## src/rtl/iob_soc_sut_iob_arbiter_if.sv

```systemverilog
// rtl/iob_soc_sut_iob_arbiter_if.sv - IOb native bus bundle with master/slave views
interface iob_soc_sut_iob_arbiter_if #(
  parameter int ADDR_W = 16,
  parameter int DATA_W = 32
);
  logic                  avalid;
  logic [ADDR_W-1:0]     addr;
  logic [DATA_W-1:0]     wdata;
  logic [DATA_W/8-1:0]   wstrb;
  logic [DATA_W-1:0]     rdata;
  logic                  ready;
  logic                  rvalid;

  modport master (output avalid, addr, wdata, wstrb, input rdata, ready, rvalid);
  modport slave  (input avalid, addr, wdata, wstrb, output rdata, ready, rvalid);
endinterface

```

## src/rtl/iob_soc_sut_iob_arbiter.sv

```systemverilog
// rtl/iob_soc_sut_iob_arbiter.sv - two-master round-robin IOb arbiter with read watchdog
module iob_soc_sut_iob_arbiter #(
  parameter int ADDR_W    = 16,
  parameter int DATA_W    = 32,
  parameter int TIMEOUT_W = 8
) (
  input  logic                          clk_i,
  input  logic                          arst_n_i,
  iob_soc_sut_iob_arbiter_if.slave      m0_iob,
  iob_soc_sut_iob_arbiter_if.slave      m1_iob,
  iob_soc_sut_iob_arbiter_if.master     s_iob,
  output logic [1:0]                    grant_o,
  output logic                          timeout_o
);

  typedef enum logic [1:0] {ST_IDLE = 2'd0, ST_REQ = 2'd1, ST_RESP = 2'd2} state_t;

  localparam logic [TIMEOUT_W-1:0] WDOG_MAX = '1;

  state_t                state_q, state_d;
  logic [1:0]            grant_q, grant_d;
  logic                  last_q, last_d;
  logic [TIMEOUT_W-1:0]  wdog_q, wdog_d;
  logic                  timeout_q, timeout_d;

  logic                  pick_m1;
  logic                  done;
  logic                  to_fire;
  logic                  fwd_ready;
  logic                  fwd_rvalid;
  logic [DATA_W-1:0]     fwd_rdata;

  logic                  in_req;
  logic                  req_avalid;
  logic [ADDR_W-1:0]     req_addr;
  logic [DATA_W-1:0]     req_wdata;
  logic [DATA_W/8-1:0]   req_wstrb;

  assign in_req     = (state_q == ST_REQ);
  assign req_avalid = grant_q[1] ? m1_iob.avalid : m0_iob.avalid;
  assign req_addr   = grant_q[1] ? m1_iob.addr   : m0_iob.addr;
  assign req_wdata  = grant_q[1] ? m1_iob.wdata  : m0_iob.wdata;
  assign req_wstrb  = grant_q[1] ? m1_iob.wstrb  : m0_iob.wstrb;

  always_ff @(posedge clk_i or negedge arst_n_i) begin
    if (!arst_n_i) begin
      state_q   <= ST_IDLE;
      grant_q   <= 2'b00;
      last_q    <= 1'b1;
      wdog_q    <= '0;
      timeout_q <= 1'b0;
    end else begin
      state_q   <= state_d;
      grant_q   <= grant_d;
      last_q    <= last_d;
      wdog_q    <= wdog_d;
      timeout_q <= timeout_d;
    end
  end

  always_comb begin
    state_d    = state_q;
    grant_d    = grant_q;
    last_d     = last_q;
    wdog_d     = wdog_q;
    timeout_d  = timeout_q;
    pick_m1    = 1'b0;
    done       = 1'b0;
    to_fire    = 1'b0;
    fwd_ready  = 1'b0;
    fwd_rvalid = 1'b0;
    fwd_rdata  = '0;
    case (state_q)
      ST_IDLE: begin
        if (m0_iob.avalid || m1_iob.avalid) begin
          // contention goes to whoever was not served last
          pick_m1 = (m0_iob.avalid && m1_iob.avalid) ? ~last_q : m1_iob.avalid;
          grant_d = pick_m1 ? 2'b10 : 2'b01;
          state_d = ST_REQ;
        end
      end
      ST_REQ: begin
        fwd_ready = s_iob.ready;
        if (s_iob.ready) begin
          if (req_wstrb != '0) begin
            done = 1'b1;
          end else if (s_iob.rvalid) begin
            fwd_rvalid = 1'b1;
            fwd_rdata  = s_iob.rdata;
            done       = 1'b1;
          end else begin
            state_d = ST_RESP;
            wdog_d  = '0;
          end
        end
      end
      ST_RESP: begin
        wdog_d    = wdog_q + 1'b1;
        fwd_rdata = s_iob.rdata;
        // real slave data takes priority over a coincident watchdog expiry
        if (s_iob.rvalid) begin
          fwd_rvalid = 1'b1;
          done       = 1'b1;
        end else if (wdog_q == WDOG_MAX) begin
          fwd_rvalid = 1'b1;
          fwd_rdata  = '0;
          to_fire    = 1'b1;
          timeout_d  = 1'b1;
          done       = 1'b1;
        end
      end
      default: state_d = ST_IDLE;
    endcase
    if (done) begin
      state_d = ST_IDLE;
      grant_d = 2'b00;
      last_d  = grant_q[1];
    end
  end

  assign s_iob.avalid = in_req & req_avalid;
  assign s_iob.addr   = in_req ? req_addr  : '0;
  assign s_iob.wdata  = in_req ? req_wdata : '0;
  assign s_iob.wstrb  = in_req ? req_wstrb : '0;

  assign m0_iob.ready  = fwd_ready  & grant_q[0];
  assign m0_iob.rvalid = fwd_rvalid & grant_q[0];
  assign m0_iob.rdata  = grant_q[0] ? fwd_rdata : '0;
  assign m1_iob.ready  = fwd_ready  & grant_q[1];
  assign m1_iob.rvalid = fwd_rvalid & grant_q[1];
  assign m1_iob.rdata  = grant_q[1] ? fwd_rdata : '0;

  assign grant_o   = grant_q;
  assign timeout_o = timeout_q | to_fire;

endmodule

```

## src/flat_wrapper.sv

```systemverilog
// flat-port wrapper written by rule: the top's interface ports become plain ports
module iob_soc_sut_iob_arbiter_flat 
#(
  parameter int ADDR_W    = 16,
  parameter int DATA_W    = 32,
  parameter int TIMEOUT_W = 8
)
  (clk_i, arst_n_i, grant_o, timeout_o, m0_iob_avalid, m0_iob_addr, m0_iob_wdata, m0_iob_wstrb, m0_iob_rdata, m0_iob_ready, m0_iob_rvalid, m1_iob_avalid, m1_iob_addr, m1_iob_wdata, m1_iob_wstrb, m1_iob_rdata, m1_iob_ready, m1_iob_rvalid, s_iob_avalid, s_iob_addr, s_iob_wdata, s_iob_wstrb, s_iob_rdata, s_iob_ready, s_iob_rvalid);
  iob_soc_sut_iob_arbiter_if #(.ADDR_W(ADDR_W), .DATA_W(DATA_W)) m0_iob_i ();
  iob_soc_sut_iob_arbiter_if #(.ADDR_W(ADDR_W), .DATA_W(DATA_W)) m1_iob_i ();
  iob_soc_sut_iob_arbiter_if #(.ADDR_W(ADDR_W), .DATA_W(DATA_W)) s_iob_i ();
  input  logic clk_i;
  input  logic arst_n_i;
  output logic [1:0] grant_o;
  output logic timeout_o;
  input wire logic [$bits(m0_iob_i.avalid)-1:0] m0_iob_avalid;
  input wire logic [$bits(m0_iob_i.addr)-1:0] m0_iob_addr;
  input wire logic [$bits(m0_iob_i.wdata)-1:0] m0_iob_wdata;
  input wire logic [$bits(m0_iob_i.wstrb)-1:0] m0_iob_wstrb;
  output wire logic [$bits(m0_iob_i.rdata)-1:0] m0_iob_rdata;
  output wire logic [$bits(m0_iob_i.ready)-1:0] m0_iob_ready;
  output wire logic [$bits(m0_iob_i.rvalid)-1:0] m0_iob_rvalid;
  input wire logic [$bits(m1_iob_i.avalid)-1:0] m1_iob_avalid;
  input wire logic [$bits(m1_iob_i.addr)-1:0] m1_iob_addr;
  input wire logic [$bits(m1_iob_i.wdata)-1:0] m1_iob_wdata;
  input wire logic [$bits(m1_iob_i.wstrb)-1:0] m1_iob_wstrb;
  output wire logic [$bits(m1_iob_i.rdata)-1:0] m1_iob_rdata;
  output wire logic [$bits(m1_iob_i.ready)-1:0] m1_iob_ready;
  output wire logic [$bits(m1_iob_i.rvalid)-1:0] m1_iob_rvalid;
  output wire logic [$bits(s_iob_i.avalid)-1:0] s_iob_avalid;
  output wire logic [$bits(s_iob_i.addr)-1:0] s_iob_addr;
  output wire logic [$bits(s_iob_i.wdata)-1:0] s_iob_wdata;
  output wire logic [$bits(s_iob_i.wstrb)-1:0] s_iob_wstrb;
  input wire logic [$bits(s_iob_i.rdata)-1:0] s_iob_rdata;
  input wire logic [$bits(s_iob_i.ready)-1:0] s_iob_ready;
  input wire logic [$bits(s_iob_i.rvalid)-1:0] s_iob_rvalid;
  assign m0_iob_i.avalid = m0_iob_avalid;
  assign m0_iob_i.addr = m0_iob_addr;
  assign m0_iob_i.wdata = m0_iob_wdata;
  assign m0_iob_i.wstrb = m0_iob_wstrb;
  assign m0_iob_rdata = m0_iob_i.rdata;
  assign m0_iob_ready = m0_iob_i.ready;
  assign m0_iob_rvalid = m0_iob_i.rvalid;
  assign m1_iob_i.avalid = m1_iob_avalid;
  assign m1_iob_i.addr = m1_iob_addr;
  assign m1_iob_i.wdata = m1_iob_wdata;
  assign m1_iob_i.wstrb = m1_iob_wstrb;
  assign m1_iob_rdata = m1_iob_i.rdata;
  assign m1_iob_ready = m1_iob_i.ready;
  assign m1_iob_rvalid = m1_iob_i.rvalid;
  assign s_iob_avalid = s_iob_i.avalid;
  assign s_iob_addr = s_iob_i.addr;
  assign s_iob_wdata = s_iob_i.wdata;
  assign s_iob_wstrb = s_iob_i.wstrb;
  assign s_iob_i.rdata = s_iob_rdata;
  assign s_iob_i.ready = s_iob_ready;
  assign s_iob_i.rvalid = s_iob_rvalid;
  iob_soc_sut_iob_arbiter #(.ADDR_W(ADDR_W), .DATA_W(DATA_W), .TIMEOUT_W(TIMEOUT_W)) u_core (.clk_i(clk_i), .arst_n_i(arst_n_i), .m0_iob(m0_iob_i), .m1_iob(m1_iob_i), .s_iob(s_iob_i), .grant_o(grant_o), .timeout_o(timeout_o));
endmodule
```

## config.mk

```make
export PLATFORM = sky130hd
export DESIGN_NAME = iob_soc_sut_iob_arbiter_flat
export DESIGN_NICKNAME = d
export VERILOG_FILES = /design/src/rtl/iob_soc_sut_iob_arbiter_if.sv /design/src/rtl/iob_soc_sut_iob_arbiter.sv /design/src/flat_wrapper.sv
export SDC_FILE = /design/constraint.sdc
export NUM_CORES = 1
export LEC_CHECK = 0
export CORE_AREA = 2 2 102 104
export CTS_BUF_LIST = sky130_fd_sc_hd__clkbuf_4
export CTS_CLUSTER_DIAMETER = 30
export DETAILED_ROUTE_END_ITERATION = 16
export DIE_AREA = 0 0 104 106
export DONT_BUFFER_PORTS = 1
export PLACE_DENSITY = 0.33
export SETUP_SLACK_MARGIN = 0.3
export SKIP_CTS_REPAIR_TIMING = 1
export SLEW_MARGIN = 20
export SYNTH_ARGS = -nofsm -noshare
export SYNTH_HDL_FRONTEND = slang
export SYNTH_SLANG_ARGS = --single-unit
```

## constraint.sdc

```tcl
create_clock -name clk_i -period 2.1 [get_ports clk_i]
set_input_delay 0.105 -clock clk_i [delete_from_list [all_inputs] [get_ports clk_i]]
set_output_delay 0.105 -clock clk_i [all_outputs]
set_load 0.02 [all_outputs]
```

# Word-level counts from Yosys, hierarchy flattened
# Cells that the tools add are included.
dict set report word_totals {
  reg_bits 14
  input_bits 142
  elab_cells 78
}
dict set report op_classes {
  addsub 1
  eq_ne 11
  n_mux 42
  n_bitwise 8
  n_reduce_logical 11
}
# cell n
set op_table {}
lappend op_table {{two-way mux 32 bit} 9}
lappend op_table {{one-hot mux 32 bit (2 select lines)} 1}
lappend op_table {{two-way mux 16 bit} 2}
lappend op_table {{two-way mux 8 bit} 3}
lappend op_table {{two-way mux 2 bit} 9}
lappend op_table {{one-hot mux 8 bit (2 select lines)} 1}
lappend op_table {{two-way mux 1 bit} 12}
lappend op_table {{!= test 3 x 2 -> 1 bit, second input constant} 3}
lappend op_table {{adder 8 x 1 -> 8 bit, second input constant} 1}
lappend op_table {{equality test 8 bit, second input constant} 1}
lappend op_table {{two-way mux 4 bit} 2}
lappend op_table {{!= test 2 bit, second input constant} 3}
lappend op_table {{one-hot mux 2 bit (3 select lines)} 1}
lappend op_table {{nonzero test 2 bit} 3}
lappend op_table {{bitwise AND 1 bit} 5}
lappend op_table {{AND reduction 5 bit} 1}
lappend op_table {{one-hot mux 1 bit (2 select lines)} 2}
lappend op_table {{AND reduction 4 bit} 1}
lappend op_table {{nonzero test 4 bit} 1}
lappend op_table {{!= test 3 x 1 -> 1 bit, second input constant} 1}
lappend op_table {{AND reduction 3 bit} 1}
lappend op_table {{equality test 2 x 1 -> 1 bit, second input constant} 1}
lappend op_table {{equality test 2 bit, second input constant} 1}
lappend op_table {{logical NOT 2 bit} 1}
lappend op_table {{6 further kinds} 7}

# Depth between registers and ports, before layout
# Gate-level depths: netlist of run 1.
dict set report depth {
  word_depth 7
  depth_mapped 7
  mapped_depth_nobuf 7
}

# Worst setup path before layout of run 1
# OpenSTA, ideal clock, no wires.
dict set report synth_path {
  kind {flip-flop to output port}
  startpoint {register u_core.grant_q[1] (netlist: u_core.grant_o[1])}
  endpoint {output m0_iob_rdata[0]}
  arrival_time_ps 1821
  t_required_ps 1995
  path_slack_ps 174
  path_stages_with_launch 7
  path_buffers 2
  path_cell_list {dfrtp_1 -> clkbuf_1 -> mux2_1 -> a31o_1 -> a22oi_4 -> buf_6 -> nor2_1}
}
dict set report synth_between {
  elab_chain_cells 6
}
# element line
set synth_lines {}
lappend synth_lines {{start, declared} iob_soc_sut_iob_arbiter.sv:21} ;# logic [1:0] grant_q, grant_d;
lappend synth_lines {{start signal, assigned} iob_soc_sut_iob_arbiter.sv:54} ;# grant_q <= grant_d;
lappend synth_lines {{two-way mux 4 bit} iob_soc_sut_iob_arbiter.sv:43} ;# assign req_wstrb = grant_q[1] ? m1_iob.wstrb : m0_iob.wstrb;
lappend synth_lines {{nonzero test 4 bit} iob_soc_sut_iob_arbiter.sv:85} ;# if (req_wstrb != '0) begin
lappend synth_lines {{two-way mux 32 bit} iob_soc_sut_iob_arbiter.sv:85}
lappend synth_lines {{two-way mux 32 bit} iob_soc_sut_iob_arbiter.sv:84} ;# if (s_iob.ready) begin
lappend synth_lines {{one-hot mux 32 bit (2 select lines)} iob_soc_sut_iob_arbiter.sv:73} ;# case (state_q)
lappend synth_lines {{two-way mux 32 bit} iob_soc_sut_iob_arbiter.sv:128} ;# assign m0_iob.rdata = grant_q[0] ? fwd_rdata : '0;
lappend synth_lines {{end, declared} flat_wrapper.sv:20} ;# output wire logic [$bits(m0_iob_i.rdata)-1:0] m0_iob_rdata;
# No other way between the ends.

# Final worst setup path of run 1
dict set report layout_path {
  startpoint {register u_core.grant_q[1] (netlist: u_core.grant_o[1])}
  endpoint {output m1_iob_rdata[0]}
}
dict set report layout_between {
  elab_chain_cells 6
}
# element line
set layout_lines {}
lappend layout_lines {{two-way mux 4 bit} iob_soc_sut_iob_arbiter.sv:43}
lappend layout_lines {{nonzero test 4 bit} iob_soc_sut_iob_arbiter.sv:85}
lappend layout_lines {{two-way mux 32 bit} iob_soc_sut_iob_arbiter.sv:85}
lappend layout_lines {{two-way mux 32 bit} iob_soc_sut_iob_arbiter.sv:84}
lappend layout_lines {{one-hot mux 32 bit (2 select lines)} iob_soc_sut_iob_arbiter.sv:73}
lappend layout_lines {{two-way mux 32 bit (*)} iob_soc_sut_iob_arbiter.sv:131} ;# assign m1_iob.rdata = grant_q[1] ? fwd_rdata : '0;
lappend layout_lines {{end, declared} flat_wrapper.sv:27} ;# output wire logic [$bits(m1_iob_i.rdata)-1:0] m1_iob_rdata;
# Every way passes the cells marked *; elsewhere a longest branch is shown, timed or not.

==> impl_metrics.yaml, run 1 <==
run_status:
  status: "complete, but fails checks"
  violations: "negative setup slack"
synth:
  yosysMostFrequentCell: "nand2_1"
  synthesis.nets: 504
  yosysTopAreaCellShare: 0.222
  yosysWarnings: 0
  synth_ff_type: "dfrtp_1"
  synth_top_cell_by_area: "mux2i_1"
  synth_enable_flop_cells: 0
  syn_inst: 358
  synth_area_leaders: "mux2i_1 (22%), nor2b_1 (16%), dfrtp_1 (14%), nand2_1 (11%), nor2_1 (11%)"
  ys_ff_latch: 14
  syn_area_sq_um: 2390
  ys_types: 35
  synth_common_cells: "nand2_1 (73), nor2_1 (69), nor2b_1 (60)"
  yosysSeqAreaShare: 0.147
  async_flop_share: 1.00
  avgSynthCellArea_sq_um: 6.68
timing:
  setup_viol: 64
  tns_ns: -4.17
  clock_skew_ns: 0.0120
  rsz0062_at_grt: "true"
  fin_crit_ns: 2.18
  final_max_slew_viol_count: 0
  hold_viol: 0
  hold_slack_ns: 0.0207
  setup_slack_ns: -0.0831
  tightest_slew_ns: 0.693
  relSlewSlack: 0.536
  finalCritPeriodShare: 1.04
  fmax_mhz: 458
power:
  p_seq_frac: 0.093
  p_int_mw: 2.16
  p_sw_frac: 0.505
  combPwrFrac: 0.866
  p_clk_frac: 0.041
  p_switching_mw: 2.21
  max-vdd-ir-drop_mv: 0.429
  p_total_mw: 4.37
  power_density_nw_per_um2: 1030
  power.leakage_nw: 1.81
placed_design:
  dp.cells: 595
  place_congestion: 0.806
  port_buffers: 0
  pre_cts_ws_ns: 0.188
  hpwl_microns: 7960
  placed_area_sq_um: 3420
worst_setup_path:
  critPathKind: "register to output pin"
  cp.required_ns: 2.00
  rrSetupSlack_ns: 0.36
  crit_arrival_ns: 2.08
  cp_max_fo: 8
  critPathCaptureType: "output pin"
  worst_setup_path_start_kind: "register"
detailed_routing:
  routed_via_density: 4.81
  wire_per_inst_microns: 18.8
  dr.pass1.iters: 4
  drtIter0Drc: 165
  routed_wl_microns: 11600
  antenna_left: 0
  num_vias: 2968
  drc: 0
grt:
  track_usage: 0.160
  grt_antenna_before_repair: 0
  grt_pass1_vias: 2465
  grt_max_degree: 65
  grt-ovfl-total: 0
  grt_pass1_wl_microns: 14300
clock_tree:
  cts_made_buffers: 3
  cts.sinks: 14
  cts.reportedPaths.clkPinSlew_ns: 0.10
  clockBufferDepth: 2
  cts_tree: "done"
  htreeDepth: 1
  cts_root_buffer: "clkbuf_4"
  clock_latency_ns: 0.28
die:
  die_w_microns: 104
  die_area_sq_um: 11000
  fp.dieH_microns: 106
  start_util: 0.239
  row_count: 37
  pin_count: 266
  core_area_sq_um: 10000
finish:
  drive_gt1_frac: 0.466
  instances_no_fill: 617
  postLayoutCoreUtil: 0.424
  synthToLayoutAreaGrowth_pct: 77.4
  fin_nets: 628
  final_cell_area_sq_um: 4240
  fillers: 1068
  n_antenna_cell: 0
run:
  maxCapViolCount: 0
hold_path:
  hold_class: "input port to register"
[registers in the layout, indices dropped and copies added (netlist names)]
name,flops
u_core.timeout_q,1
u_core.last_q,1
u_core.grant_o,2
u_core.wdog_q,8
u_core.state_q,2
[power groups by stage]
stage                     registers (mW)  clock network [mW]  logic [mW]
after floorplan                    0.386                   0        2.11
after global placement             0.404                   0        3.14
after detailed placement           0.406                   0        3.16
after CTS                          0.401               0.186        3.17
after global routing               0.413               0.196        3.99
final                              0.405               0.179        3.78
[path summary, 6_finish.rpt]
kind                                   start           endpoint  depth (start not counted)
setup / recovery           u_core.grant_o[1]    m1_iob_rdata[0]                          7
hold / removal                  s_iob_rvalid   u_core.timeout_q                          2
setup reg to reg           u_core.grant_o[1]  u_core.state_q[0]                          5
hold reg to reg             u_core.timeout_q   u_core.timeout_q                          1
max in group asynchronous           arst_n_i  u_core.grant_o[1]                          1
min in group asynchronous           arst_n_i   u_core.wdog_q[5]                          1
[kinds of logic after synthesis]
group,count (synthesis),share of synthesized area
AO/OA/AOI/OAI,26,0.0795
buffers and inverters,32,0.0727
flip-flops,14,0.147
adder cells (fa/ha/maj),4,0.0209
AND/OR/NAND/NOR,226,0.444
multiplexers,56,0.236
[routing by layer]
| layer | part of all wire | up-vias | GRT usage |
|---|---|---|---|
| met5 | 0 | - | 0 |
| met4 | 0.0096 | 0 | 0.0261 |
| met3 | 0.060 | 8 | 0.0392 |
| met2 | 0.53 | 112 | 0.296 |
| met1 | 0.40 | 1427 | 0.189 |
| li1 | - | 1421 | - |
[worst max-delay path, cell delays in order, from the launching register on]
cell and delay (ns):
dfrtp_4 0.51, mux2_4 0.31, a31o_4 0.25, a22oi_4 0.18
buf_12 0.17, buf_12 0.13, nor2_1 0.07, buf_4 0.16
[placed cells by master, fill, tap and decap left out, types with 3 or more instances in the layout]
cell / Yosys / final
nor2b_2: 0 / 4
buf_12: 0 / 6
nand2_1: 73 / 73
and2_1: 4 / 3
buf_4: 0 / 88
nor2_2: 0 / 35
ha_4: 0 / 4
dfrtp_1: 13 / 12
nor2_1: 69 / 30
nor2b_1: 60 / 54
clkbuf_16: 0 / 7
mux2i_4: 0 / 4
buf_6: 6 / 43
a21oi_1: 5 / 4
o21ai_0: 8 / 8
clkbuf_4: 0 / 4
mux2i_1: 53 / 49
nor2_4: 0 / 4
nand3_1: 7 / 6
and3_1: 4 / 3
[layout make-up]
type | instances | area (sq um) | area share
multi-input cells | 312 | 2170 | 0.511
repair buffers | 148 | 1510 | 0.355
well taps | 136 | 170 | 0.0401
inverters | 3 | 11.3 | 0.00265
clock buffers | 4 | 30.0 | 0.00708
flip-flops and latches | 14 | 355 | 0.0837
No activity file was read; power rests on OpenSTA's default activity.
==> run 2: changes to the inputs <==
--- a/config.mk
+++ b/config.mk
@@ -8,12 +8,14 @@
 export CORE_AREA = 2 2 102 104
 export CTS_BUF_LIST = sky130_fd_sc_hd__clkbuf_4
 export CTS_CLUSTER_DIAMETER = 30
+export CTS_CLUSTER_SIZE = 14
 export DETAILED_ROUTE_END_ITERATION = 16
 export DIE_AREA = 0 0 104 106
 export DONT_BUFFER_PORTS = 1
 export PLACE_DENSITY = 0.33
 export SETUP_SLACK_MARGIN = 0.3
 export SKIP_CTS_REPAIR_TIMING = 1
+export SKIP_LAST_GASP = 1
 export SLEW_MARGIN = 20
 export SYNTH_ARGS = -nofsm -noshare
 export SYNTH_HDL_FRONTEND = slang
==> run 2 against run 1 <==
The run still ends with negative setup slack left; critical endpoint is now m0_iob_rdata[3]; die area did not move; critical path depth did not move; largest cell class unchanged; largest power group unchanged; sequential share of layout area up 0.18 points; utilization is 0.91 points lower; combinational power shrank 3%; clock-buffer cell count unchanged; cell area is 2.2% lower; register-to-register slack lost 0.02 ns; power fell by 2.9%; wire length fell by 0.61%; sequential power is essentially flat.
==> impl_metrics.yaml, run 2 (synthesized netlist as in run 1, its figures left out) <==
run_status:
  status: "complete, but fails checks"
  violations: "negative setup slack"
timing:
  setup_viol: 64
  hold_slack_ns: 0.0213
  rsz0062_at_grt: "true"
  setup_slack_ns: -0.0784
  tightest_slew_ns: 0.696
  final_max_slew_viol_count: 0
  fmax_mhz: 459
  tns_ns: -3.84
  hold_viol: 0
  finalCritPeriodShare: 1.04
  clock_skew_ns: 0.0113
  relSlewSlack: 0.534
  fin_crit_ns: 2.18
detailed_routing:
  drtIter0Drc: 169
  routed_wl_microns: 11500
  routed_via_density: 4.81
  antenna_left: 0
  drc: 0
  dr.pass1.iters: 4
  num_vias: 2966
  wire_per_inst_microns: 18.6
clock_tree:
  htreeDepth: 1
  cts_tree: "done"
  cts.reportedPaths.clkPinSlew_ns: 0.10
  cts_root_buffer: "clkbuf_4"
  cts.sinks: 14
  clockBufferDepth: 2
  clock_latency_ns: 0.28
  cts_made_buffers: 3
hold_path:
  hold_class: "input port to register"
power:
  max-vdd-ir-drop_mv: 0.410
  p_clk_frac: 0.042
  combPwrFrac: 0.863
  p_sw_frac: 0.510
  p_int_mw: 2.08
  p_seq_frac: 0.095
  p_switching_mw: 2.16
  power_density_nw_per_um2: 1020
  power.leakage_nw: 1.80
  p_total_mw: 4.24
placed_design:
  hpwl_microns: 7960
  placed_area_sq_um: 3420
  place_congestion: 0.806
  port_buffers: 0
die:
  row_count: 37
  core_area_sq_um: 10000
  fp.dieH_microns: 106
  pin_count: 266
  start_util: 0.239
  die_area_sq_um: 11000
  die_w_microns: 104
finish:
  synthToLayoutAreaGrowth_pct: 73.6
  largest-register: "u_core.wdog_q"
  layout_common_cells: "buf_4 (94), nand2_1 (73), nor2b_1 (58), mux2i_1 (52), buf_6 (37)"
  drive_gt1_frac: 0.447
  fillers: 1072
  n_antenna_cell: 0
  fin_nets: 628
  largest_reg_flops: 8
  layout_commonest_cell: "buf_4"
  final_cell_area_sq_um: 4150
worst_setup_path:
  worst_setup_path_start_kind: "register"
  critPathKind: "register to output pin"
  cp.required_ns: 2.00
  cp_max_fo: 8
  crit_arrival_ns: 2.07
  critPathCaptureType: "output pin"
grt:
  grt_pass1_wl_microns: 14300
  grt_pass1_vias: 2465
  grt-ovfl-total: 0
  grt_max_degree: 65
  grt_antenna_before_repair: 0
  track_usage: 0.160
run:
  maxCapViolCount: 0
-- run 2: area by class of cell --
| class | instances | area, sq um | share of cell area |
|---|---|---|---|
| Clock buffer | 4 | 30.0 | 0.00723 |
| Inverter | 3 | 11.3 | 0.00271 |
| Multi-Input combinational cell | 312 | 2100 | 0.506 |
| Sequential cell | 14 | 355 | 0.0856 |
| Tap cell | 136 | 170 | 0.0410 |
| Timing Repair Buffer | 148 | 1490 | 0.358 |
-- run 2: critical path: stages (launching register included) --
cell       delay [ns]
dfrtp_4          0.51
mux2_4           0.31
a31o_4           0.25
a22oi_4          0.18
buf_12           0.17
clkbuf_16        0.18
nor2_2           0.05
buf_6            0.12
-- run 2: routing by layer --
| layer | GRT usage | up-vias | wire length (microns) |
|---|---|---|---|
| met5 | 0 | - | 0 |
| met1 | 0.189 | 1419 | 4530 |
| met2 | 0.296 | 123 | 6050 |
| met4 | 0.0261 | 0 | 103 |
| met3 | 0.0392 | 6 | 816 |
| li1 | - | 1418 | - |
-- run 2: final timing paths --
| path | start | end | slack (ns) | cells past startpoint |
|---|---|---|---|---|
| max | u_core.grant_o[1] | m0_iob_rdata[3] | -0.08 | 7 |
| min | s_iob_rvalid | u_core.timeout_q | 0.02 | 2 |
| max reg2reg | u_core.state_q[0] | u_core.wdog_q[4] | 0.34 | 7 |
| min reg2reg | u_core.timeout_q | u_core.timeout_q | 0.49 | 1 |
| max in group asynchronous | arst_n_i | u_core.grant_o[1] | 1.29 | 1 |
| min in group asynchronous | arst_n_i | u_core.wdog_q[5] | 0.30 | 1 |
-- run 2: through the flow --
stage / util / setup slack (ns) / std cells
3_5_place_dp: 0.342 / 0.188 / 595
5_1_grt: 0.415 / -0.119 / 617
3_3_place_gp: 0.342 / 0.205 / 595
2_1_floorplan: - / 0.268 / 358
4_1_cts: 0.345 / -0.137 / 599
6_report: 0.415 / -0.0784 / 617
-- run 2: power groups by stage --
stage | registers, mW | logic [mW] | clock network (mW)
finish | 0.403 | 3.66 | 0.179
global route | 0.411 | 3.87 | 0.196
CTS | 0.401 | 3.17 | 0.186
detailed placement | 0.406 | 3.16 | 0
global placement | 0.404 | 3.14 | 0
floorplan | 0.386 | 2.11 | 0
